## src/rtl/pc_unit_if.sv

```systemverilog
// Fetch-PC request/response bundle: redirect requests in, registered PC and status out.
interface pc_unit_if #(
  parameter int WIDTH = 32
);
  logic             stall;
  logic             branch_taken;
  logic [WIDTH-1:0] branch_target;
  logic             jump;
  logic [WIDTH-1:0] jump_target;
  logic             jr;
  logic [WIDTH-1:0] jr_target;
  logic             call;
  logic             ret;
  logic [WIDTH-1:0] pc;
  logic [WIDTH-1:0] pc_plus_4;
  logic             fetch_valid;
  logic             redirect;
  logic             ras_empty;

  modport master (
    output stall, branch_taken, branch_target, jump, jump_target,
    output jr, jr_target, call, ret,
    input  pc, pc_plus_4, fetch_valid, redirect, ras_empty
  );

  modport slave (
    input  stall, branch_taken, branch_target, jump, jump_target,
    input  jr, jr_target, call, ret,
    output pc, pc_plus_4, fetch_valid, redirect, ras_empty
  );
endinterface

```

## src/rtl/pc_unit.sv

```systemverilog
// Fetch PC generator: jr > jump > branch > pc+4, one-entry pending slot across stalls.
// Defining PC_UNIT_RAS_EN builds a circular return-address stack for call/ret.
//
// state   | meaning
// BOOT    | out of reset, pc=RESET_PC, fetch not yet valid, requests ignored
// RUN     | fetching, pc advances or redirects on every unstalled edge
module pc_unit #(
  parameter int               WIDTH     = 32,
  parameter logic [WIDTH-1:0] RESET_PC  = '0,
  parameter int               RAS_DEPTH = 4
) (
  input logic      clk_i,
  input logic      rst_i,
  pc_unit_if.slave bus
);

  typedef enum logic {ST_BOOT, ST_RUN} state_e;
  typedef enum logic [1:0] {SRC_NONE, SRC_BRANCH, SRC_JUMP, SRC_JR} src_e;

  state_e           state_q, state_d;
  logic [WIDTH-1:0] pc_q, pc_d;
  logic             redirect_q, redirect_d;
  logic             fetch_valid_q, fetch_valid_d;
  src_e             pend_src_q, pend_src_d;
  logic [WIDTH-1:0] pend_tgt_q, pend_tgt_d;
  logic             pend_call_q, pend_call_d;
  logic             pend_ret_q, pend_ret_d;

  src_e             new_src, app_src;
  logic [WIDTH-1:0] new_tgt, app_tgt;
  logic             app_call, app_ret;
  logic [WIDTH-1:0] pc_plus_4;
  logic [WIDTH-1:0] ras_top;
  logic             ras_avail, ras_push, ras_pop;

  function automatic logic [WIDTH-1:0] align4(input logic [WIDTH-1:0] a);
    return {a[WIDTH-1:2], 2'b00};
  endfunction

  assign pc_plus_4 = pc_q + WIDTH'(4);

  always_comb begin
    new_src = SRC_NONE;
    new_tgt = bus.branch_target;
    if (bus.jr) begin
      new_src = SRC_JR;
      new_tgt = bus.jr_target;
    end else if (bus.jump) begin
      new_src = SRC_JUMP;
      new_tgt = bus.jump_target;
    end else if (bus.branch_taken) begin
      new_src = SRC_BRANCH;
    end
  end

  // A fresh request on the releasing edge outranks whatever was parked during the stall.
  assign app_src  = (new_src != SRC_NONE) ? new_src  : pend_src_q;
  assign app_tgt  = (new_src != SRC_NONE) ? new_tgt  : pend_tgt_q;
  assign app_call = (new_src != SRC_NONE) ? bus.call : pend_call_q;
  assign app_ret  = (new_src != SRC_NONE) ? bus.ret  : pend_ret_q;

  always_comb begin
    state_d       = state_q;
    pc_d          = pc_q;
    redirect_d    = 1'b0;
    fetch_valid_d = fetch_valid_q;
    pend_src_d    = pend_src_q;
    pend_tgt_d    = pend_tgt_q;
    pend_call_d   = pend_call_q;
    pend_ret_d    = pend_ret_q;
    ras_push      = 1'b0;
    ras_pop       = 1'b0;
    unique case (state_q)
      ST_BOOT: begin
        state_d       = ST_RUN;
        fetch_valid_d = 1'b1;
      end
      ST_RUN: begin
        fetch_valid_d = 1'b1;
        if (bus.stall) begin
          if (new_src != SRC_NONE) begin
            pend_src_d  = new_src;
            pend_tgt_d  = new_tgt;
            pend_call_d = bus.call;
            pend_ret_d  = bus.ret;
          end
        end else begin
          pend_src_d = SRC_NONE;
          unique case (app_src)
            SRC_JR: begin
              redirect_d = 1'b1;
              if (app_ret && ras_avail) begin
                pc_d    = align4(ras_top);
                ras_pop = 1'b1;
              end else begin
                pc_d = align4(app_tgt);
              end
            end
            SRC_JUMP: begin
              redirect_d = 1'b1;
              pc_d       = align4(app_tgt);
              ras_push   = app_call;
            end
            SRC_BRANCH: begin
              redirect_d = 1'b1;
              pc_d       = align4(app_tgt);
            end
            default: pc_d = pc_plus_4;
          endcase
        end
      end
      default: begin
        state_d       = ST_BOOT;
        fetch_valid_d = 1'b0;
      end
    endcase
  end

  always_ff @(posedge clk_i or posedge rst_i) begin
    if (rst_i) begin
      state_q       <= ST_BOOT;
      pc_q          <= RESET_PC;
      redirect_q    <= 1'b0;
      fetch_valid_q <= 1'b0;
      pend_src_q    <= SRC_NONE;
      pend_tgt_q    <= '0;
      pend_call_q   <= 1'b0;
      pend_ret_q    <= 1'b0;
    end else begin
      state_q       <= state_d;
      pc_q          <= pc_d;
      redirect_q    <= redirect_d;
      fetch_valid_q <= fetch_valid_d;
      pend_src_q    <= pend_src_d;
      pend_tgt_q    <= pend_tgt_d;
      pend_call_q   <= pend_call_d;
      pend_ret_q    <= pend_ret_d;
    end
  end

`ifdef PC_UNIT_RAS_EN
  localparam int              PW       = $clog2(RAS_DEPTH);
  localparam logic [PW-1:0]   SP_ONE   = PW'(1);
  localparam logic [PW:0]     CNT_ONE  = (PW+1)'(1);
  localparam logic [PW:0]     RAS_FULL = (PW+1)'(RAS_DEPTH);

  logic [WIDTH-1:0] ras_mem [RAS_DEPTH];
  logic [PW-1:0]    ras_sp_q, ras_top_idx;
  logic [PW:0]      ras_cnt_q;

  // ras_sp_q points at the next write slot; when full it is also the oldest entry.
  assign ras_top_idx = ras_sp_q - SP_ONE;
  assign ras_top     = ras_mem[ras_top_idx];
  assign ras_avail   = (ras_cnt_q != '0);

  always_ff @(posedge clk_i) begin
    if (ras_push) ras_mem[ras_sp_q] <= pc_plus_4;
  end

  always_ff @(posedge clk_i or posedge rst_i) begin
    if (rst_i) begin
      ras_sp_q  <= '0;
      ras_cnt_q <= '0;
    end else if (ras_push) begin
      ras_sp_q <= ras_sp_q + SP_ONE;
      if (ras_cnt_q != RAS_FULL) ras_cnt_q <= ras_cnt_q + CNT_ONE;
    end else if (ras_pop) begin
      ras_sp_q  <= ras_top_idx;
      ras_cnt_q <= ras_cnt_q - CNT_ONE;
    end
  end

  assign bus.ras_empty = ~ras_avail;
`else
  logic unused_ras;
  assign ras_top       = '0;
  assign ras_avail     = 1'b0;
  assign unused_ras    = ^{ras_push, ras_pop, RAS_DEPTH[0]};
  assign bus.ras_empty = 1'b1;
`endif

  assign bus.pc          = pc_q;
  assign bus.pc_plus_4   = pc_plus_4;
  assign bus.fetch_valid = fetch_valid_q;
  assign bus.redirect    = redirect_q;

endmodule

```

## src/flat_wrapper.sv

```systemverilog
// flat-port wrapper written by rule: the top's interface ports become plain ports
module pc_unit_flat 
#(
  parameter int               WIDTH     = 32,
  parameter logic [WIDTH-1:0] RESET_PC  = '0,
  parameter int               RAS_DEPTH = 4
)
  (clk_i, rst_i, bus_stall, bus_branch_taken, bus_branch_target, bus_jump, bus_jump_target, bus_jr, bus_jr_target, bus_call, bus_ret, bus_pc, bus_pc_plus_4, bus_fetch_valid, bus_redirect, bus_ras_empty);
  pc_unit_if #(.WIDTH(WIDTH)) bus_i ();
  input logic clk_i;
  input logic rst_i;
  input wire logic [$bits(bus_i.stall)-1:0] bus_stall;
  input wire logic [$bits(bus_i.branch_taken)-1:0] bus_branch_taken;
  input wire logic [$bits(bus_i.branch_target)-1:0] bus_branch_target;
  input wire logic [$bits(bus_i.jump)-1:0] bus_jump;
  input wire logic [$bits(bus_i.jump_target)-1:0] bus_jump_target;
  input wire logic [$bits(bus_i.jr)-1:0] bus_jr;
  input wire logic [$bits(bus_i.jr_target)-1:0] bus_jr_target;
  input wire logic [$bits(bus_i.call)-1:0] bus_call;
  input wire logic [$bits(bus_i.ret)-1:0] bus_ret;
  output wire logic [$bits(bus_i.pc)-1:0] bus_pc;
  output wire logic [$bits(bus_i.pc_plus_4)-1:0] bus_pc_plus_4;
  output wire logic [$bits(bus_i.fetch_valid)-1:0] bus_fetch_valid;
  output wire logic [$bits(bus_i.redirect)-1:0] bus_redirect;
  output wire logic [$bits(bus_i.ras_empty)-1:0] bus_ras_empty;
  assign bus_i.stall = bus_stall;
  assign bus_i.branch_taken = bus_branch_taken;
  assign bus_i.branch_target = bus_branch_target;
  assign bus_i.jump = bus_jump;
  assign bus_i.jump_target = bus_jump_target;
  assign bus_i.jr = bus_jr;
  assign bus_i.jr_target = bus_jr_target;
  assign bus_i.call = bus_call;
  assign bus_i.ret = bus_ret;
  assign bus_pc = bus_i.pc;
  assign bus_pc_plus_4 = bus_i.pc_plus_4;
  assign bus_fetch_valid = bus_i.fetch_valid;
  assign bus_redirect = bus_i.redirect;
  assign bus_ras_empty = bus_i.ras_empty;
  pc_unit #(.WIDTH(WIDTH), .RESET_PC(RESET_PC), .RAS_DEPTH(RAS_DEPTH)) u_core (.clk_i(clk_i), .rst_i(rst_i), .bus(bus_i));
endmodule
```

## config.mk

```make
export PLATFORM = sky130hd
export DESIGN_NAME = pc_unit_flat
export DESIGN_NICKNAME = d
export VERILOG_FILES = /design/src/rtl/pc_unit_if.sv /design/src/rtl/pc_unit.sv /design/src/flat_wrapper.sv
export SDC_FILE = /design/constraint.sdc
export NUM_CORES = 1
export LEC_CHECK = 0
export ABC_AREA = 1
export CAP_MARGIN = 5
export CORE_MARGIN = 3
export CORE_UTILIZATION = 45
export DETAILED_ROUTE_END_ITERATION = 8
export PLACE_DENSITY = 0.93
export SLEW_MARGIN = 25
export SYNTH_ARGS = -nofsm -noshare
export SYNTH_HDL_FRONTEND = slang
export SYNTH_SLANG_ARGS = --single-unit
```

## constraint.sdc

```tcl
create_clock -name clk_i -period 2.86 [get_ports clk_i]
set_input_delay 0.572 -clock clk_i [delete_from_list [all_inputs] [get_ports clk_i]]
set_output_delay 0.572 -clock clk_i [all_outputs]
set_load 0.05 [all_outputs]
```

==> summary.txt <==
STATUS
--------------------------------------------------------------------------------
Status                                                              finished, final reports clean

STA
--------------------------------------------------------------------------------
Number of hold violations in the final report                                  0
Setup Viol. Count Final                                                        0
Post-route worst setup slack                                            0.125 ns
Maximum clock frequency                                                0.366 GHz
Final sum of negative setup slack                                           0 ns
Post-route minimum period                                                2.73 ns
Remaining max-slew budget at the tightest pin                              63.5%
Worst Max-Slew Pin Slew                                                 0.547 ns
Post-route clock period utilization                                        95.6%
RSZ-0062 raised after global routing                                       false
Worst hold-check slack                                                  0.489 ns
Clock skew                                                            0.00811 ns
Final-report max-slew violation count                                          0

LOGIC SYNTHESIS
--------------------------------------------------------------------------------
Mapped Area                                                         0.00452 sq mm
Most used standard cell by instance count after synthesis           sky130_fd_sc_hd__nand2_1
Yosys top cell by area                                              sky130_fd_sc_hd__dfrtp_1
Number of synthesized register bits                                           64
Synth unique cells                                                            32
Commonest cells in the synthesized netlist                          253 x sky130_fd_sc_hd__nand2_1, 70 x sky130_fd_sc_hd__nand3_1, 64 x sky130_fd_sc_hd__dfrtp_1
Top cell type's share of synthesized area                                  35.4%
Fraction of registers with async set/reset                                  100%
Primary flip-flop cell chosen by synthesis mapping                  sky130_fd_sc_hd__dfrtp_1
Number of standard cells after synthesis                                     699
Fraction of the yosys area taken by sequential cells                       35.4%
Avg Inst Size Synth                                                   6.47 sq um
Warnings, synthesis                                                            0
Number of flops mapped to enable cells by yosys                                0
Cell types with the largest area share after synthesis              sky130_fd_sc_hd__dfrtp_1 35%, sky130_fd_sc_hd__nand2_1 21%, sky130_fd_sc_hd__nand3_1 7.8%

SETUP PATH
--------------------------------------------------------------------------------
Internal reg-to-reg setup slack                                          1.18 ns
CP arrival                                                               2.16 ns
Critical Path Fanout Max                                                       6
Required arrival time at the worst endpoint                              2.29 ns
Kind of launch point of the worst setup path                                flop
Worst Reg-to-Reg Cells                                                        10
Critical R2R Launch                                                 u_core.bus.pc[3]
Critical Path Sink Type                                               output pin
Critical R2R Capture                                                u_core.bus.pc[28]
Critical path class                                                   reg -> out

PWR
--------------------------------------------------------------------------------
Overall power                                                            3.48 mW
Part of the power in combinational logic                                   44.7%
Clock network fraction of design power                                     21.2%
P_sw                                                                     1.51 mW
Ratio of total power to cell area                                    552 mW/mm^2
Switching share of total power                                             43.3%
Internal portion of total power                                          1.98 mW
Sequential power share                                                     34.0%
Maximum resistive drop on vdd                                             273 uV
Lkg Pwr                                                                  2.99 nW

GLOBAL ROUTING
--------------------------------------------------------------------------------
Leftover overflow at the end of global routing                                 0
Via count of the first global-routing pass                                  4593
Number of antenna violations at the first check in global routing              0
Total global routing track utilization                                     24.2%
Largest net degree at the start of global routing                             63
First-pass GRT wire length                                              21900 um

PLACEMENT
--------------------------------------------------------------------------------
Final GP Congestion                                                        0.941
IO buf count                                                                 157
Minimum setup slack after placement                                     0.410 ns
DP Wirelength                                                           10300 um

DRT
--------------------------------------------------------------------------------
Initial DRC Count                                                            416
Length of the first detailed-routing pass in iterations                        7
Post-route ant nets                                                            0
Total Wirelength                                                        13200 um
Remaining DRCs                                                                 0
Post-detailed-route via-to-cell ratio                                       5.05
Avg WL per Cell                                                          13.5 um
Via count                                                                   4935

FINISH
--------------------------------------------------------------------------------
Layout overhead on the synthesized area                                    39.8%
# nets final                                                                 951
Share of post-route cells with drive strength above 1                      9.78%
Number of diodes added for antenna fixing                                      0

FLOORPLAN
--------------------------------------------------------------------------------
Placement row count                                                           35
IO Count                                                                     171
Core footprint                                                      0.00950 sq mm
Die X-Extent                                                              106 um
Vertical die dimension                                                    106 um
Effective utilization at floorplan                                         47.6%
Die area                                                            0.0113 sq mm

CLOCK TREE
--------------------------------------------------------------------------------
Total clock buffers created by CTS                                             9
Worst-skew pair later-pin latency                                        0.35 ns
CTS max path bufs                                                              2
Clock sinks                                                                   64
Max H-tree Level                                                               3
Clock root cell                                                     sky130_fd_sc_hd__clkbuf_8
Clock transition at path regs                                            0.07 ns
Hold buffers post-CTS                                                          0
# Post-CTS Setup Buffers                                                       0
TritonCTS clock tree                                                        done

WORST HOLD PATH
--------------------------------------------------------------------------------
Hold Crit Depth                                                                2
Worst hold path type                                                  reg -> reg
WHS Endpoint                                                        u_core.pend_tgt_q[3]
HP Start                                                            u_core.pend_tgt_q[3]

JOB
--------------------------------------------------------------------------------
Maximum Capacitance Violations                                                 0

## worst max-delay path, stage by stage, from the launching register on
cell and delay [ns]:
sky130_fd_sc_hd__dfrtp_1 0.46, sky130_fd_sc_hd__nand2_2 0.10, sky130_fd_sc_hd__nor2_4 0.17, sky130_fd_sc_hd__xor2_1 0.23, sky130_fd_sc_hd__clkdlybuf4s50_1 0.85
## area by class of cell
type | instances | area (sq um)
fillers | 823 | 3190
well taps | 129 | 161
clock inverters | 4 | 47.5
repair buffers | 168 | 1610
clock buffers | 10 | 128
flip-flops and latches | 64 | 1600
inverters | 55 | 206
multi-input cells | 548 | 2560
## power groups by stage
stage                     Clock [mW]  Combinational [mW]  Sequential (mW)
after detailed placement           0                1.56             1.20
after CTS                      0.744                1.56             1.18
after global routing           0.784                1.68             1.21
final                          0.740                1.56             1.19
after floorplan                    0               0.770             1.43
after global placement             0                1.54             1.19
## worst max-delay path by stage
stage / startpoint / endpoint / slack, ns / cells after the start
after floorplan: u_core.bus.pc[2] / bus_pc_plus_4[7] / 0.04 / 4
after global placement: u_core.bus.pc[4] / bus_pc_plus_4[7] / 0.45 / 5
after detailed placement: u_core.bus.pc[4] / bus_pc_plus_4[7] / 0.41 / 5
after CTS: u_core.bus.pc[6] / bus_pc_plus_4[9] / 0.02 / 5
after global routing: u_core.bus.pc[4] / bus_pc_plus_4[5] / 0.0002 / 4
final: u_core.bus.pc[4] / bus_pc_plus_4[5] / 0.13 / 4
## metal layers
layer	track usage (%)	share of wire (%)	vias to the layer above
li1	-	-	2495
met1	34.2	46	2195
met2	37.3	44	219
met3	4.07	7.6	26
met4	8.97	2.2	0
met5	0	0	-
## sequential cells by signal (all words and copies together) (netlist names)
signal                  flops
u_core.bus.pc              30
u_core.pend_tgt_q          30
u_core.bus.fetch_valid      1
u_core.pend_src_q           2
u_core.bus.redirect         1
## repair_timing
item	4_1_cts	5_1_grt
endpoints found under the hold margin	0	0
setup endpoints to repair	0	2
gates resized for setup	0	2
## cells by family (layout without fill, tap and decap cells)
kind of cell	Yosys count	after routing	synth area share [%]
buf+inv	91	237	8.47
other cells	2	6	0.166
flops	64	64	35.4
compound gates	101	101	12.0
fa+ha+maj	1	1	0.277
simple gates	431	431	41.5
xor+xnor	9	9	2.08
## layout by cell type (no fill, tap or decap), types with 3 or more instances in the layout
| cell type | instances |
|---|---|
| sky130_fd_sc_hd__o22ai_1 | 7 |
| sky130_fd_sc_hd__or2_2 | 8 |
| sky130_fd_sc_hd__inv_2 | 5 |
| sky130_fd_sc_hd__buf_4 | 33 |
| sky130_fd_sc_hd__nand2_1 | 253 |
| sky130_fd_sc_hd__nor2_2 | 4 |
| sky130_fd_sc_hd__o211ai_1 | 5 |
| sky130_fd_sc_hd__nand3_1 | 70 |
| sky130_fd_sc_hd__nor2_4 | 8 |
| sky130_fd_sc_hd__and2_1 | 5 |
| sky130_fd_sc_hd__o21ai_1 | 17 |
| sky130_fd_sc_hd__inv_1 | 50 |
| sky130_fd_sc_hd__clkdlybuf4s50_1 | 132 |
| sky130_fd_sc_hd__xor2_1 | 3 |
| sky130_fd_sc_hd__nor2_1 | 62 |
| sky130_fd_sc_hd__xnor2_1 | 3 |
| sky130_fd_sc_hd__nand2_2 | 5 |
| sky130_fd_sc_hd__conb_1 | 6 |
| sky130_fd_sc_hd__o21ai_0 | 27 |
| sky130_fd_sc_hd__dfrtp_1 | 64 |
| sky130_fd_sc_hd__a21oi_1 | 38 |
| sky130_fd_sc_hd__clkbuf_8 | 9 |
| sky130_fd_sc_hd__or2_0 | 3 |
| sky130_fd_sc_hd__a22oi_1 | 3 |
| sky130_fd_sc_hd__or2_1 | 10 |
## per-stage QoR
step	util, %	area, sq um	cells
after global placement	64.6	6140	964
final	66.5	6320	978
after floorplan	-	4540	703
after CTS	66.4	6310	978
after detailed placement	64.6	6140	964
after global routing	66.5	6320	978
(Power assumes the default switching activity.)
==> patch, RTL diff (config.mk and constraints unchanged) <==
The 4 values of `src_e` get a one-hot encoding in 4 bits.
--- a/src/rtl/pc_unit.sv
+++ b/src/rtl/pc_unit.sv
@@ -16,5 +16,5 @@
 
   typedef enum logic {ST_BOOT, ST_RUN} state_e;
-  typedef enum logic [1:0] {SRC_NONE, SRC_BRANCH, SRC_JUMP, SRC_JR} src_e;
+  typedef enum logic [3:0] {SRC_NONE = 4'b0001, SRC_BRANCH = 4'b0010, SRC_JUMP = 4'b0100, SRC_JR = 4'b1000} src_e;
 
   state_e           state_q, state_d;
Check against the original RTL: same outputs for any inputs over 10 cycles, from zero or initial values and one cycle with rst_i high; not proved beyond that.
==> patch against the unedited design <==
- clock power increased by 35%
- power rose by 19%
- critical endpoint is now bus_pc_plus_4[16]
- largest cell class unchanged
- routed wire length up 11%
- final area up 3.6%
- core utilization up 0.19 points
- highest routed layer unchanged
- sequential share of layout area decreased by 0.10 points
- sequential cell count increased by 2
- setup slack lost 0.0029 ns
- synthesized area grew 1.4%
- largest power group unchanged
- die area up 1.4%
- via count is 4.9% higher
- register-to-register slack worse by 0.22 ns
==> patch: results (changes against the unedited design) <==
[run_status]
status=completed  ; unchanged

[global_route]
grt_pass1_wl_mm=23.56  ; was 21.94 mm
grt_use_total=0.2584  ; was 0.2424
grt_max_degree=67  ; was 63

[logic_synthesis]
ys_seq_area_frac=0.3605  ; was 0.3544
synth_area_leaders=dfrtp_1, nand2_1, nand3_1, nor2_1, a21oi_1  ; was dfrtp_1, nand2_1, nand3_1, nor2_1, inv_1
synth.top_cells.by_count=nand2_1, nand3_1, nor2_1  ; was nand2_1, nand3_1, dfrtp_1

[setup_path]
worstPathMaxFanout=5  ; was 6
slowest_stage=dfrtp_1  ; was clkdlybuf4s50_1
path_delay_family=simple AND/OR/NAND/NOR gates  ; was buffers and inverters
cpPeakStageDelay_ns=0.43  ; was 0.85 ns

[clocking]
cts-buffers-inserted=9  ; unchanged
cts_root_buf=clkbuf_8  ; unchanged

[drt]
detail_route.first_pass.iterations=6  ; was 7
drt-total-wl_mm=14.67  ; was 13.17 mm
vias=5176  ; was 4935

[timing]
final.setup_skew_ns=0.009404  ; was 0.008112 ns
tightestPinTransition_ns=0.5498  ; was 0.5465 ns

[placed_design]
place_hpwl_mm=11.21  ; was 10.25 mm
routabilityCongestion=0.9517  ; was 0.9410

[power_and_ir_drop]
vdd_drop_max_mv=0.3294  ; was 0.2729 mV
leakage_nw=3.060  ; was 2.994 nW

[final_layout]
fillers=834  ; was 823
nets=943  ; was 951
drive_gt1_frac=0.1103  ; was 0.09776

[patch: worst reg2reg max path: stages (launching register included)]
cell     delay (ns)
dfrtp_1        0.43
ha_1           0.24
nand3_1        0.20
nor2_1         0.35
nand3_1        0.19
xnor2_2        0.25
nand3_1        0.11
nand3_1        0.08
[patch: cell type report]
| class | instances | area [sq um] | share of cell area |
|---|---|---|---|
| Inverter | 52 | 195.2 | 0.02982 |
| Multi-Input combinational cell | 535 | 2582 | 0.3946 |
| Clock inverter | 5 | 100.1 | 0.01529 |
| Clock buffer | 11 | 151.4 | 0.02313 |
| Sequential cell | 66 | 1653 | 0.2525 |
| Tap cell | 133 | 166.4 | 0.02543 |
| Timing Repair Buffer | 174 | 1697 | 0.2592 |
[patch: metrics by stage]
| step | setup slack [ns] | std cells | hold slack [ns] | cell area, sq um |
|---|---|---|---|---|
| global route | 0.005696 | 976 | 0.5174 | 6545 |
| finish | 0.1224 | 976 | 0.4862 | 6545 |
| floorplan | 0.2741 | 689 | 0.4479 | 4607 |
| detailed placement | 0.2953 | 960 | 0.4722 | 6284 |
| global placement | 0.3137 | 960 | 0.4630 | 6284 |
| CTS | 0.0003828 | 976 | 0.4883 | 6535 |
[patch: what timing repair did]
action / in CTS / in global routing
resized for setup: 0 / 3
setup endpoints to repair: 0 / 3
hold buffers: 0 / 0
[patch: metal layers]
metal  vias up  global-route usage  share of wire
met5         -                   0              0
met4         0             0.07671          0.020
met3        26             0.06683          0.098
met2       263              0.4132           0.47
met1      2364              0.3458           0.41
li1       2523                   -              -
[patch: kinds of logic (layout without fill, tap and decap cells)]
logic type / after synthesis / in the layout / synth area share
other: 2 / 6 / 0.001638
muxes: 16 / 16 / 0.03930
buffers and inverters: 88 / 242 / 0.08379
DFF: 66 / 66 / 0.3605
adders and majority gates: 1 / 1 / 0.002729
AOI/OAI and AO/OA: 85 / 85 / 0.1021
xor gates and xnor gates: 14 / 14 / 0.02675
and+or+nand+nor: 413 / 413 / 0.3832
[patch: where the power goes]
part	total [mW]	switching, mW	internal [mW]
combinational	1.85	1.19	0.660
sequential	1.30	0.200	1.10
clock	0.998	0.374	0.624
total	4.15	1.76	2.39
[patch: worst paths after layout]
kind,from,end,slack (ns),depth (start not counted)
worst max register to register,u_core.bus.pc[2],u_core.bus.pc[16],0.96,7
worst min register to register,u_core.pend_tgt_q[22],u_core.pend_tgt_q[22],0.49,2
max in group asynchronous,rst_i,u_core.pend_src_q[0],1.91,3
worst max-delay path,u_core.bus.pc[2],bus_pc_plus_4[16],0.12,6
min in group asynchronous,rst_i,u_core.pend_tgt_q[25],0.59,3
worst min-delay path,u_core.pend_tgt_q[22],u_core.pend_tgt_q[22],0.49,2
